**config.mk**
```make
export PLATFORM = sky130hd
export DESIGN_NAME = debug_frame_tx_flat
export DESIGN_NICKNAME = d
export VERILOG_FILES = /design/src/rtl/debug_pkg.sv /design/src/rtl/debug_frame_tx_if.sv /design/src/rtl/debug_frame_tx_byte_sel.sv /design/src/rtl/debug_frame_tx.sv /design/src/flat_wrapper.sv
export SDC_FILE = /design/constraint.sdc
export NUM_CORES = 1
export LEC_CHECK = 0
export ABC_AREA = 1
export CAP_MARGIN = 20
export CORE_AREA = 2 2 221 223
export DETAILED_ROUTE_END_ITERATION = 10
export DIE_AREA = 0 0 223 225
export PLACE_DENSITY = 0.52
export SLEW_MARGIN = 40
export SYNTH_ARGS = -nofsm -noshare
export SYNTH_HDL_FRONTEND = slang
export SYNTH_HIERARCHICAL = 1
export SYNTH_SLANG_ARGS = --single-unit
```
**constraint.sdc**
```tcl
create_clock -name i_clk -period 5.6 [get_ports i_clk]
set_input_delay 0.84 -clock i_clk [delete_from_list [all_inputs] [get_ports i_clk]]
set_output_delay 0.84 -clock i_clk [all_outputs]
set_load 0.01 [all_outputs]
```
**src/rtl/debug_pkg.sv**
```systemverilog
// Shared debug-unit definitions: terminator byte, host command codes and the
// frame serializer state encoding.
package debug_pkg;

    localparam logic [7:0] READY_CHAR = 8'h52;

    localparam logic [7:0] CMD_REGS   = 8'h01;
    localparam logic [7:0] CMD_IF_ID  = 8'h02;
    localparam logic [7:0] CMD_ID_EX  = 8'h03;
    localparam logic [7:0] CMD_EX_MEM = 8'h04;
    localparam logic [7:0] CMD_MEM_WB = 8'h05;
    localparam logic [7:0] CMD_STEP   = 8'h0A;

    typedef enum logic [2:0] {
        ST_IDLE,
        ST_SEND,
        ST_WAIT,
        ST_TERM,
        ST_TWAIT,
        ST_FIN
    } frame_state_t;

    // Channel index width with one spare code so an out-of-range request
    // (i_sel >= NUM_CH) can actually be presented, even for power-of-two NUM_CH.
    function automatic int sel_width(input int num_ch);
        return $clog2(num_ch + 1);
    endfunction

endpackage

```
**src/rtl/debug_frame_tx_if.sv**
```systemverilog
// Request / uart_tx handshake bundle between the debug unit and the frame
// serializer. master = requester + uart side, slave = serializer.
interface debug_frame_tx_if #(
    parameter int MAX_BYTES = 17,
    parameter int NUM_CH    = 4
);
    import debug_pkg::*;

    localparam int SEL_W  = sel_width(NUM_CH);
    localparam int LEN_W  = $clog2(MAX_BYTES + 1);
    localparam int DATA_W = NUM_CH * 8 * MAX_BYTES;

    logic              i_start;
    logic [SEL_W-1:0]  i_sel;
    logic [LEN_W-1:0]  i_len;
    logic [DATA_W-1:0] i_data;
    logic [7:0]        o_tx_data;
    logic              o_tx_start;
    logic              i_tx_done;
    logic              o_busy;
    logic              o_done;
    logic              o_err;

    modport master (
        output i_start, i_sel, i_len, i_data, i_tx_done,
        input  o_tx_data, o_tx_start, o_busy, o_done, o_err
    );

    modport slave (
        input  i_start, i_sel, i_len, i_data, i_tx_done,
        output o_tx_data, o_tx_start, o_busy, o_done, o_err
    );

endinterface

```
**src/rtl/debug_frame_tx_byte_sel.sv**
```systemverilog
// Combinational byte mux: picks byte idx out of a channel snapshot,
// byte 0 being bits [7:0].
module frame_byte_sel #(
    parameter int MAX_BYTES = 17,
    parameter int IDX_W     = 5
) (
    input  logic [8*MAX_BYTES-1:0] snap,
    input  logic [IDX_W-1:0]       idx,
    output logic [7:0]             byte_out
);

    // Out-of-range indices return zero; the FSM never requests them.
    always_comb begin
        byte_out = 8'h00;
        for (int b = 0; b < MAX_BYTES; b++) begin
            if (idx == IDX_W'(b)) byte_out = snap[8*b +: 8];
        end
    end

endmodule

```
**src/rtl/debug_frame_tx.sv**
```systemverilog
// Debug-dump serializer: snapshots one channel on request and feeds it
// byte by byte (LSB first) to uart_tx, optionally followed by READY_CHAR.
//
// state | meaning
// IDLE  | waiting for i_start
// SEND  | o_tx_start high for a payload byte
// WAIT  | payload byte in flight, waiting for i_tx_done
// TERM  | o_tx_start high for READY_CHAR
// TWAIT | READY_CHAR in flight, waiting for i_tx_done
// FIN   | o_done cycle (empty frame without terminator spends one extra
//       | busy cycle here first)
module debug_frame_tx #(
    parameter int         MAX_BYTES    = 17,
    parameter int         NUM_CH       = 4,
    parameter int         APPEND_READY = 1,
    parameter logic [7:0] READY_CHAR   = debug_pkg::READY_CHAR
) (
    input logic              i_clk,
    input logic              i_rst,
    debug_frame_tx_if.slave  bus
);
    import debug_pkg::*;

    localparam int              CH_W    = 8 * MAX_BYTES;
    localparam int              SEL_W   = sel_width(NUM_CH);
    localparam int              LEN_W   = $clog2(MAX_BYTES + 1);
    localparam logic [LEN_W-1:0] LEN_MAX = LEN_W'(MAX_BYTES);

    frame_state_t     state;
    logic [CH_W-1:0]  snap;
    logic [LEN_W-1:0] len;
    logic [LEN_W-1:0] idx;

    logic [CH_W-1:0]  chan_in;
    logic [CH_W-1:0]  mux_src;
    logic [LEN_W-1:0] mux_idx;
    logic [7:0]       mux_byte;
    logic [LEN_W-1:0] len_clip;
    logic [LEN_W-1:0] idx_nxt;

    // Live channel selected by i_sel, used for the first byte and the snapshot.
    always_comb begin
        chan_in = '0;
        for (int c = 0; c < NUM_CH; c++) begin
            if (bus.i_sel == SEL_W'(c)) chan_in = bus.i_data[c*CH_W +: CH_W];
        end
    end

    // Next byte source: live data when starting, frozen snapshot afterwards.
    always_comb begin
        len_clip = (bus.i_len > LEN_MAX) ? LEN_MAX : bus.i_len;
        idx_nxt  = idx + LEN_W'(1);
        mux_src  = (state == ST_IDLE) ? chan_in : snap;
        mux_idx  = (state == ST_IDLE) ? '0 : idx_nxt;
    end

    frame_byte_sel #(
        .MAX_BYTES (MAX_BYTES),
        .IDX_W     (LEN_W)
    ) u_byte_sel (
        .snap     (mux_src),
        .idx      (mux_idx),
        .byte_out (mux_byte)
    );

    // Frame sequencing with registered handshake and status outputs.
    always_ff @(posedge i_clk or posedge i_rst) begin
        if (i_rst) begin
            state          <= ST_IDLE;
            snap           <= '0;
            len            <= '0;
            idx            <= '0;
            bus.o_tx_data  <= 8'h00;
            bus.o_tx_start <= 1'b0;
            bus.o_busy     <= 1'b0;
            bus.o_done     <= 1'b0;
            bus.o_err      <= 1'b0;
        end else begin
            bus.o_tx_start <= 1'b0;
            bus.o_done     <= 1'b0;
            bus.o_err      <= 1'b0;
            case (state)
                ST_IDLE: begin
                    if (bus.i_start) begin
                        if (bus.i_sel >= SEL_W'(NUM_CH)) begin
                            bus.o_err <= 1'b1;
                        end else begin
                            snap       <= chan_in;
                            len        <= len_clip;
                            idx        <= '0;
                            bus.o_busy <= 1'b1;
                            if (len_clip != '0) begin
                                state          <= ST_SEND;
                                bus.o_tx_start <= 1'b1;
                                bus.o_tx_data  <= mux_byte;
                            end else if (APPEND_READY != 0) begin
                                state          <= ST_TERM;
                                bus.o_tx_start <= 1'b1;
                                bus.o_tx_data  <= READY_CHAR;
                            end else begin
                                state <= ST_FIN;
                            end
                        end
                    end
                end
                ST_SEND: state <= ST_WAIT;
                ST_WAIT: begin
                    if (bus.i_tx_done) begin
                        idx <= idx_nxt;
                        if (idx_nxt == len) begin
                            if (APPEND_READY != 0) begin
                                state          <= ST_TERM;
                                bus.o_tx_start <= 1'b1;
                                bus.o_tx_data  <= READY_CHAR;
                            end else begin
                                state      <= ST_FIN;
                                bus.o_done <= 1'b1;
                                bus.o_busy <= 1'b0;
                            end
                        end else begin
                            state          <= ST_SEND;
                            bus.o_tx_start <= 1'b1;
                            bus.o_tx_data  <= mux_byte;
                        end
                    end
                end
                ST_TERM: state <= ST_TWAIT;
                ST_TWAIT: begin
                    if (bus.i_tx_done) begin
                        state      <= ST_FIN;
                        bus.o_done <= 1'b1;
                        bus.o_busy <= 1'b0;
                    end
                end
                ST_FIN: begin
                    if (bus.o_busy) begin
                        bus.o_done <= 1'b1;
                        bus.o_busy <= 1'b0;
                    end else begin
                        state <= ST_IDLE;
                    end
                end
                default: state <= ST_IDLE;
            endcase
        end
    end

endmodule

```
**src/flat_wrapper.sv**
```systemverilog
// flat-port wrapper written by rule: the top's interface ports become plain ports
module debug_frame_tx_flat import debug_pkg::*;
#(
    parameter int         MAX_BYTES    = 17,
    parameter int         NUM_CH       = 4,
    parameter int         APPEND_READY = 1,
    parameter logic [7:0] READY_CHAR   = debug_pkg::READY_CHAR
)
  (i_clk, i_rst, bus_i_start, bus_i_sel, bus_i_len, bus_i_data, bus_i_tx_done, bus_o_tx_data, bus_o_tx_start, bus_o_busy, bus_o_done, bus_o_err);
  debug_frame_tx_if #(.MAX_BYTES(MAX_BYTES), .NUM_CH(NUM_CH)) bus_i ();
  input logic i_clk;
  input logic i_rst;
  input wire logic [$bits(bus_i.i_start)-1:0] bus_i_start;
  input wire logic [$bits(bus_i.i_sel)-1:0] bus_i_sel;
  input wire logic [$bits(bus_i.i_len)-1:0] bus_i_len;
  input wire logic [$bits(bus_i.i_data)-1:0] bus_i_data;
  input wire logic [$bits(bus_i.i_tx_done)-1:0] bus_i_tx_done;
  output wire logic [$bits(bus_i.o_tx_data)-1:0] bus_o_tx_data;
  output wire logic [$bits(bus_i.o_tx_start)-1:0] bus_o_tx_start;
  output wire logic [$bits(bus_i.o_busy)-1:0] bus_o_busy;
  output wire logic [$bits(bus_i.o_done)-1:0] bus_o_done;
  output wire logic [$bits(bus_i.o_err)-1:0] bus_o_err;
  assign bus_i.i_start = bus_i_start;
  assign bus_i.i_sel = bus_i_sel;
  assign bus_i.i_len = bus_i_len;
  assign bus_i.i_data = bus_i_data;
  assign bus_i.i_tx_done = bus_i_tx_done;
  assign bus_o_tx_data = bus_i.o_tx_data;
  assign bus_o_tx_start = bus_i.o_tx_start;
  assign bus_o_busy = bus_i.o_busy;
  assign bus_o_done = bus_i.o_done;
  assign bus_o_err = bus_i.o_err;
  debug_frame_tx #(.MAX_BYTES(MAX_BYTES), .NUM_CH(NUM_CH), .APPEND_READY(APPEND_READY), .READY_CHAR(READY_CHAR)) u_core (.i_clk(i_clk), .i_rst(i_rst), .bus(bus_i));
endmodule
```
Word-level counts from Yosys, hierarchy flattened
Cells that the tools add are included.

storage, ports and cells
  bits of input ports = 556
  register bits after elaboration = 161
  output and inout port bits = 12
  word-level logic and storage cells = 108

operators by class
  magnitude comparators = 2
  multiplexer cells = 55
  bitwise logic cells = 1
  equal/unequal tests = 30
  add/sub/neg operators = 1
  reduce and logical (&&, ||, !) cells = 10

operator list
  cell                                            number
  two-way mux 136 bit                             5
  two-way mux 8 bit                               22
  == test 5 x 4 -> 1 bit (second input constant)  8
  two-way mux 5 bit                               5
  == test 5 x 3 -> 1 bit (second input constant)  4
  case mux 3 bit (6 select lines)                 1
  case mux 8 bit (2 select lines)                 1
  two-way mux 3 bit                               5
  == test 3 x 2 -> 1 bit (second input constant)  4
  == test 5 x 2 -> 1 bit (second input constant)  2
  two-way mux 1 bit                               10
  != test 2 bit (second input constant)           5
  case mux 5 bit (2 select lines)                 1
  AND reduction 4 bit                             2
  == test 3 x 1 -> 1 bit (second input constant)  2
  == test 3 bit (second input constant)           2
  logical NOT 3 bit                               2
  adder 5 x 1 -> 5 bit (second input constant)    1
  == test 5 x 1 -> 1 bit (second input constant)  1
  == test 5 bit                                   1
  == test 5 bit (second input constant)           1
  > comparator 5 bit (second input constant)      1
  logical NOT 5 bit                               1
  AND reduction 5 bit                             1
  9 further kinds                                 11

Depth between registers and ports, before layout
  depth after elaboration = 27
  mapped depth = 26
  gate-level depth less buffers = 23

Cells and area by module
The synthesis kept the hierarchy.

modules (own cells, without submodules)
  module          cells an instance  sequential area each (µm²)  instances  area an instance (µm²)
  debug_frame_tx  1712               4028.9                      1          11678.7
  frame_byte_sel  293                0.0                         1          1312.5

Worst setup path before layout
Ideal clock, no wire load.

  kind = reg2reg
  start = register u_core.state[0]
  end = register u_core.bus.o_tx_data[4]
  slack = 2.809 ns
  required time = 5.487 ns
  arrival time = 2.679 ns
  cell stages (with the launch flop) = 22
  library setup time = 0.113 ns
  cell sequence = dfrtp_1 nor2_1 nand2_1 inv_2 buf_4 buf_4 buf_2 nor2_1 nand2_2 nor2_4 inv_1 or2_2 nand2_1 nand4_1 nand2_1 nand4_1 nor2_1 nand4_1 inv_1 nand3_1 nand2_1 inv_1

on the way
  word-level cells in the longest chain between the ends = 24

ends and longest elaborated chain
  element                            RTL line                       text
  start, declared                    debug_frame_tx.sv:29           frame_state_t state;
  start signal, assigned             debug_frame_tx.sv:69           state <= ST_IDLE;
  start signal, assigned             debug_frame_tx.sv:93           state <= ST_SEND;
  start signal, assigned             debug_frame_tx.sv:97           state <= ST_TERM;
  logical NOT 3 bit *                debug_frame_tx.sv:54           mux_idx = (state == ST_IDLE) ? '0 : idx_nxt;
  two-way mux 5 bit *                debug_frame_tx.sv:54
  via u_core.mux_idx[2]              debug_frame_tx.sv:36           logic [LEN_W-1:0] mux_idx;
  logical NOT 5 bit                  debug_frame_tx_byte_sel.sv:16  if (idx == IDX_W'(b)) byte_out = snap[8*b +: 8];
  two-way mux 8 bit (16 in series)   debug_frame_tx_byte_sel.sv:16
  two-way mux 8 bit *                debug_frame_tx_byte_sel.sv:16
  via u_core.mux_byte[4]             debug_frame_tx.sv:37           logic [7:0] mux_byte;
  two-way mux 8 bit                  debug_frame_tx.sv:92           if (len_clip != '0) begin
  two-way mux 8 bit                  debug_frame_tx.sv:85           if (bus.i_sel >= SEL_W'(NUM_CH)) begin
  two-way mux 8 bit                  debug_frame_tx.sv:84           if (bus.i_start) begin
  case mux 8 bit (2 select lines) *  debug_frame_tx.sv:82           case (state)
  end signal, assigned               debug_frame_tx.sv:95           bus.o_tx_data <= mux_byte;
  end signal, assigned               debug_frame_tx.sv:123          bus.o_tx_data <= mux_byte;
  end, declared                      debug_frame_tx_if.sv:31        output o_tx_data, o_tx_start, o_busy, o_done, o_err

Mark *: on every way through the listed nets, which the timed path passes. The rest lies on a longest branch. The select of a mux whose other input is x is not followed.
A chain may end at the register's enable or synchronous reset.

Worst setup path after layout
Same ends and word-level chain as after synthesis.

==> impl_metrics.csv <==
group,metric,value,unit
critical_path,worst_setup_path_start_kind,"flop",
yosys,synthTopCellsByArea,"dfrtp_1 (31%), nand3_1 (25%), o21ai_0 (9.6%)",
clock_tree,cts_sinks,161,
run_status,status,"completed",
timing,relSlewSlack,0.420,
drt,dr.first_iter.drc_count,1564,
placed_design,place_inst,3038,
clock_tree,clockRootBuffer,"clkbuf_16",
drt,ant_nets,0,
critical_path,worst-path-max-fanout,70,
timing,finalHoldViolCount,0,
timing,worst_slack,1.41,ns
hold_path,min_path_type,"flop to flop",
floorplanning,die_w,223,µm
placed_design,port_buffers,567,
yosys,synth_seq_cells,161,
global_routing,grt_pass1_vias,16000,
timing,rsz0062_at_grt,"false",
placed_design,hpwl,50.5,mm
yosys,synth_area_leader_cell,"dfrtp_1",
global_routing,grt_usage,0.253,
timing,setup_tns,0,ns
placed_design,place.gp.congestion,0.864,
clock_tree,h-tree-depth,4,
global_routing,overflow,0,
power,p_sw,2.65,mW
global_routing,grt_max_degree,158,
power,p_comb_frac,0.500,
floorplanning,io_pins,568,
yosys,syn_inst,2005,
drt,drt_first_pass_iters,8,
clock_tree,cts-resized-gates,0,
final_layout,drive_above_1_share,0.0380,
power,internal-power,3.46,mW
global_routing,grt_pass1_wl,96.7,mm
timing,fin_crit,4.19,ns
floorplanning,dieHeight,225,µm
timing,tightest_slew,0.870,ns
clock_tree,cts_buffers,17,
yosys,syn_area,13000,µm²
drt,drc,0,
critical_path,arrival,4.52,ns
power,cellPowerDensity,314,nW/µm²
yosys,ys_warn_count,6,
final_layout,nets,2999,
placed_design,pre_cts_slack,1.40,ns
floorplanning,initial_core_util,0.273,
global_routing,antenna_found_initial,9,
yosys,synth_fp_nets,2562,
clock_tree,clk_latency,0.44,ns
timing,worst_hold_slack,0.483,ns
critical_path,critPathKind,"flop to flop",
yosys,synth_edf_count,0,
yosys,syn_area_per_cell,6.48,µm²
final_layout,fin_cells,3069,
yosys,synth.most_common_cell,"nand3_1",
timing,skew,0.00956,ns
floorplanning,row_count,80,
clock_tree,cts_tree,"yes",
yosys,ys_types,32,
power,p_leak,7.71,nW
power,p_clk_frac,0.197,
power,ir_worst_vdd,0.000207,V
yosys,seq_area_frac_synth,0.310,
clock_tree,clock_path_buffers,2,
clock_tree,postCtsSetupBuffers,0,
drt,routed_wl,65.2,mm
clock_tree,ctsHoldBuffers,0,
drt,routed_via_density,5.25,
yosys,synth_top_area_share,0.310,
timing,setup_viol,0,
yosys,ys_top_cells_by_count,"nand3_1 (653), nand2_1 (309), o21ai_0 (250), dfrtp_1 (161), inv_1 (135)",
power,swShare,0.434,
yosys,synth_top_flop_cell,"dfrtp_1",
floorplanning,coreArea,47500,µm²
job,maxCapViolCount,0,
clock_tree,path_clk_slew,0.06,ns
floorplanning,die_area,50200,µm²
timing,min_period_over_period,0.749,
final_layout,fin_util,0.410,
drt,wl_per_cell,21.3,µm
power,seqPwrFrac,0.302,
critical_path,worst_ep_required_time,5.93,ns
timing,finalMaxSlewViolations,0,
yosys,async_flop_share,1.00,
drt,vias,16100,
critical_path,end_kind,"flop",
final_layout,syn2layout_area_growth,50.1,%
timing,fmax,239,MHz
## stage by stage
step                instance area (µm²)  total power, mW
finish                            19500             6.11
global route                      19500             6.62
CTS                               19500             6.16
detailed placement                18900             4.92
global placement                  18900             4.87
floorplan                         13000             3.67
## cell type report
type,count,area (µm²)
Inverter,147,572
Clock buffer,20,467
Timing Repair Buffer,588,5870
Fill cell,4964,28000
Multi-Input combinational cell,1527,7670
Clock inverter,6,110
Sequential cell,161,4030
Antenna cell,5,12.5
Tap cell,615,769
## critical path: stages, from the launching register on
cell	delay [ns]
dfrtp_1	0.47
nor2_1	0.21
nand2_4	0.29
inv_4	0.61
a21oi_1	0.21
inv_2	0.32
nand3_2	0.26
nor2_4	0.27
inv_1	0.13
or2_2	0.29
nand2_1	0.10
nand4_1	0.16
nand2_1	0.12
nand4_1	0.08
nor2_1	0.17
nand4_1	0.10
inv_1	0.06
nand3_1	0.06
nand2_1	0.08
inv_1	0.04
## sequential cells by signal, indices dropped and copies added, names as in the netlist
name	flops
u_core/len	5
u_core/bus.o_err	1
u_core/state	3
u_core/snap	136
u_core/bus.o_tx_start	1
u_core/idx	5
u_core/bus.o_done	1
u_core/bus.o_tx_data	8
u_core/bus.o_busy	1
## cells in the final DEF, fill, tap and decap left out, drive strengths merged, types with 42 or more instances in the layout
cell type      synthesis  routed
nand3                655     655
clkdlybuf4s50          0     566
nand2                312     312
o21ai                282     282
dfrtp                161     161
inv                  147     147
a21oi                 82      82
o22a                  74      74
nor2                  56      56
nand4                 42      42
## cell families after synthesis
logic type	after synthesis	synth area share
AND/OR/NAND/NOR	1085	0.395
AO/OA/AOI/OAI	441	0.192
buffers and inverters	317	0.102
flip-flops	161	0.310
adder cells (fa/ha/maj)	1	0.000963
## metal layers
| layer | vias to the layer above | routed length [µm] | track usage |
|---|---|---|---|
| met3 | 87 | 4080 | 0.0471 |
| met5 | - | 46 | 0 |
| met1 | 7533 | 27100 | 0.309 |
| met4 | 8 | 2090 | 0.0890 |
| li1 | 7872 | - | - |
| met2 | 626 | 31900 | 0.446 |
## worst paths after layout
check	from	endpoint	cells after the start	slack, ns
min	u_core/bus.o_tx_data[7]$_DFFE_PP0P_	u_core/bus.o_tx_data[7]$_DFFE_PP0P_	2	0.48
min reg2reg	u_core/bus.o_tx_data[7]$_DFFE_PP0P_	u_core/bus.o_tx_data[7]$_DFFE_PP0P_	2	0.48
max reg2reg	u_core/state[0]$_DFFE_PP0P_	u_core/bus.o_tx_data[4]$_DFFE_PP0P_	19	1.41
min in group asynchronous	i_rst	u_core/snap[40]$_DFFE_PP0P_	2	0.84
max	u_core/state[0]$_DFFE_PP0P_	u_core/bus.o_tx_data[4]$_DFFE_PP0P_	19	1.41
max in group asynchronous	i_rst	u_core/idx[4]$_DFFE_PP0P_	3	3.62
## power by group through the flow
stage / clock, mW / sequential [mW] / combinational (mW)
global route: 1.28 / 1.90 / 3.43
floorplan: 0 / 1.83 / 1.84
detailed placement: 0 / 1.87 / 3.05
CTS: 1.24 / 1.85 / 3.07
global placement: 0 / 1.85 / 3.02
finish: 1.21 / 1.85 / 3.06
(Power assumes the default switching activity.)
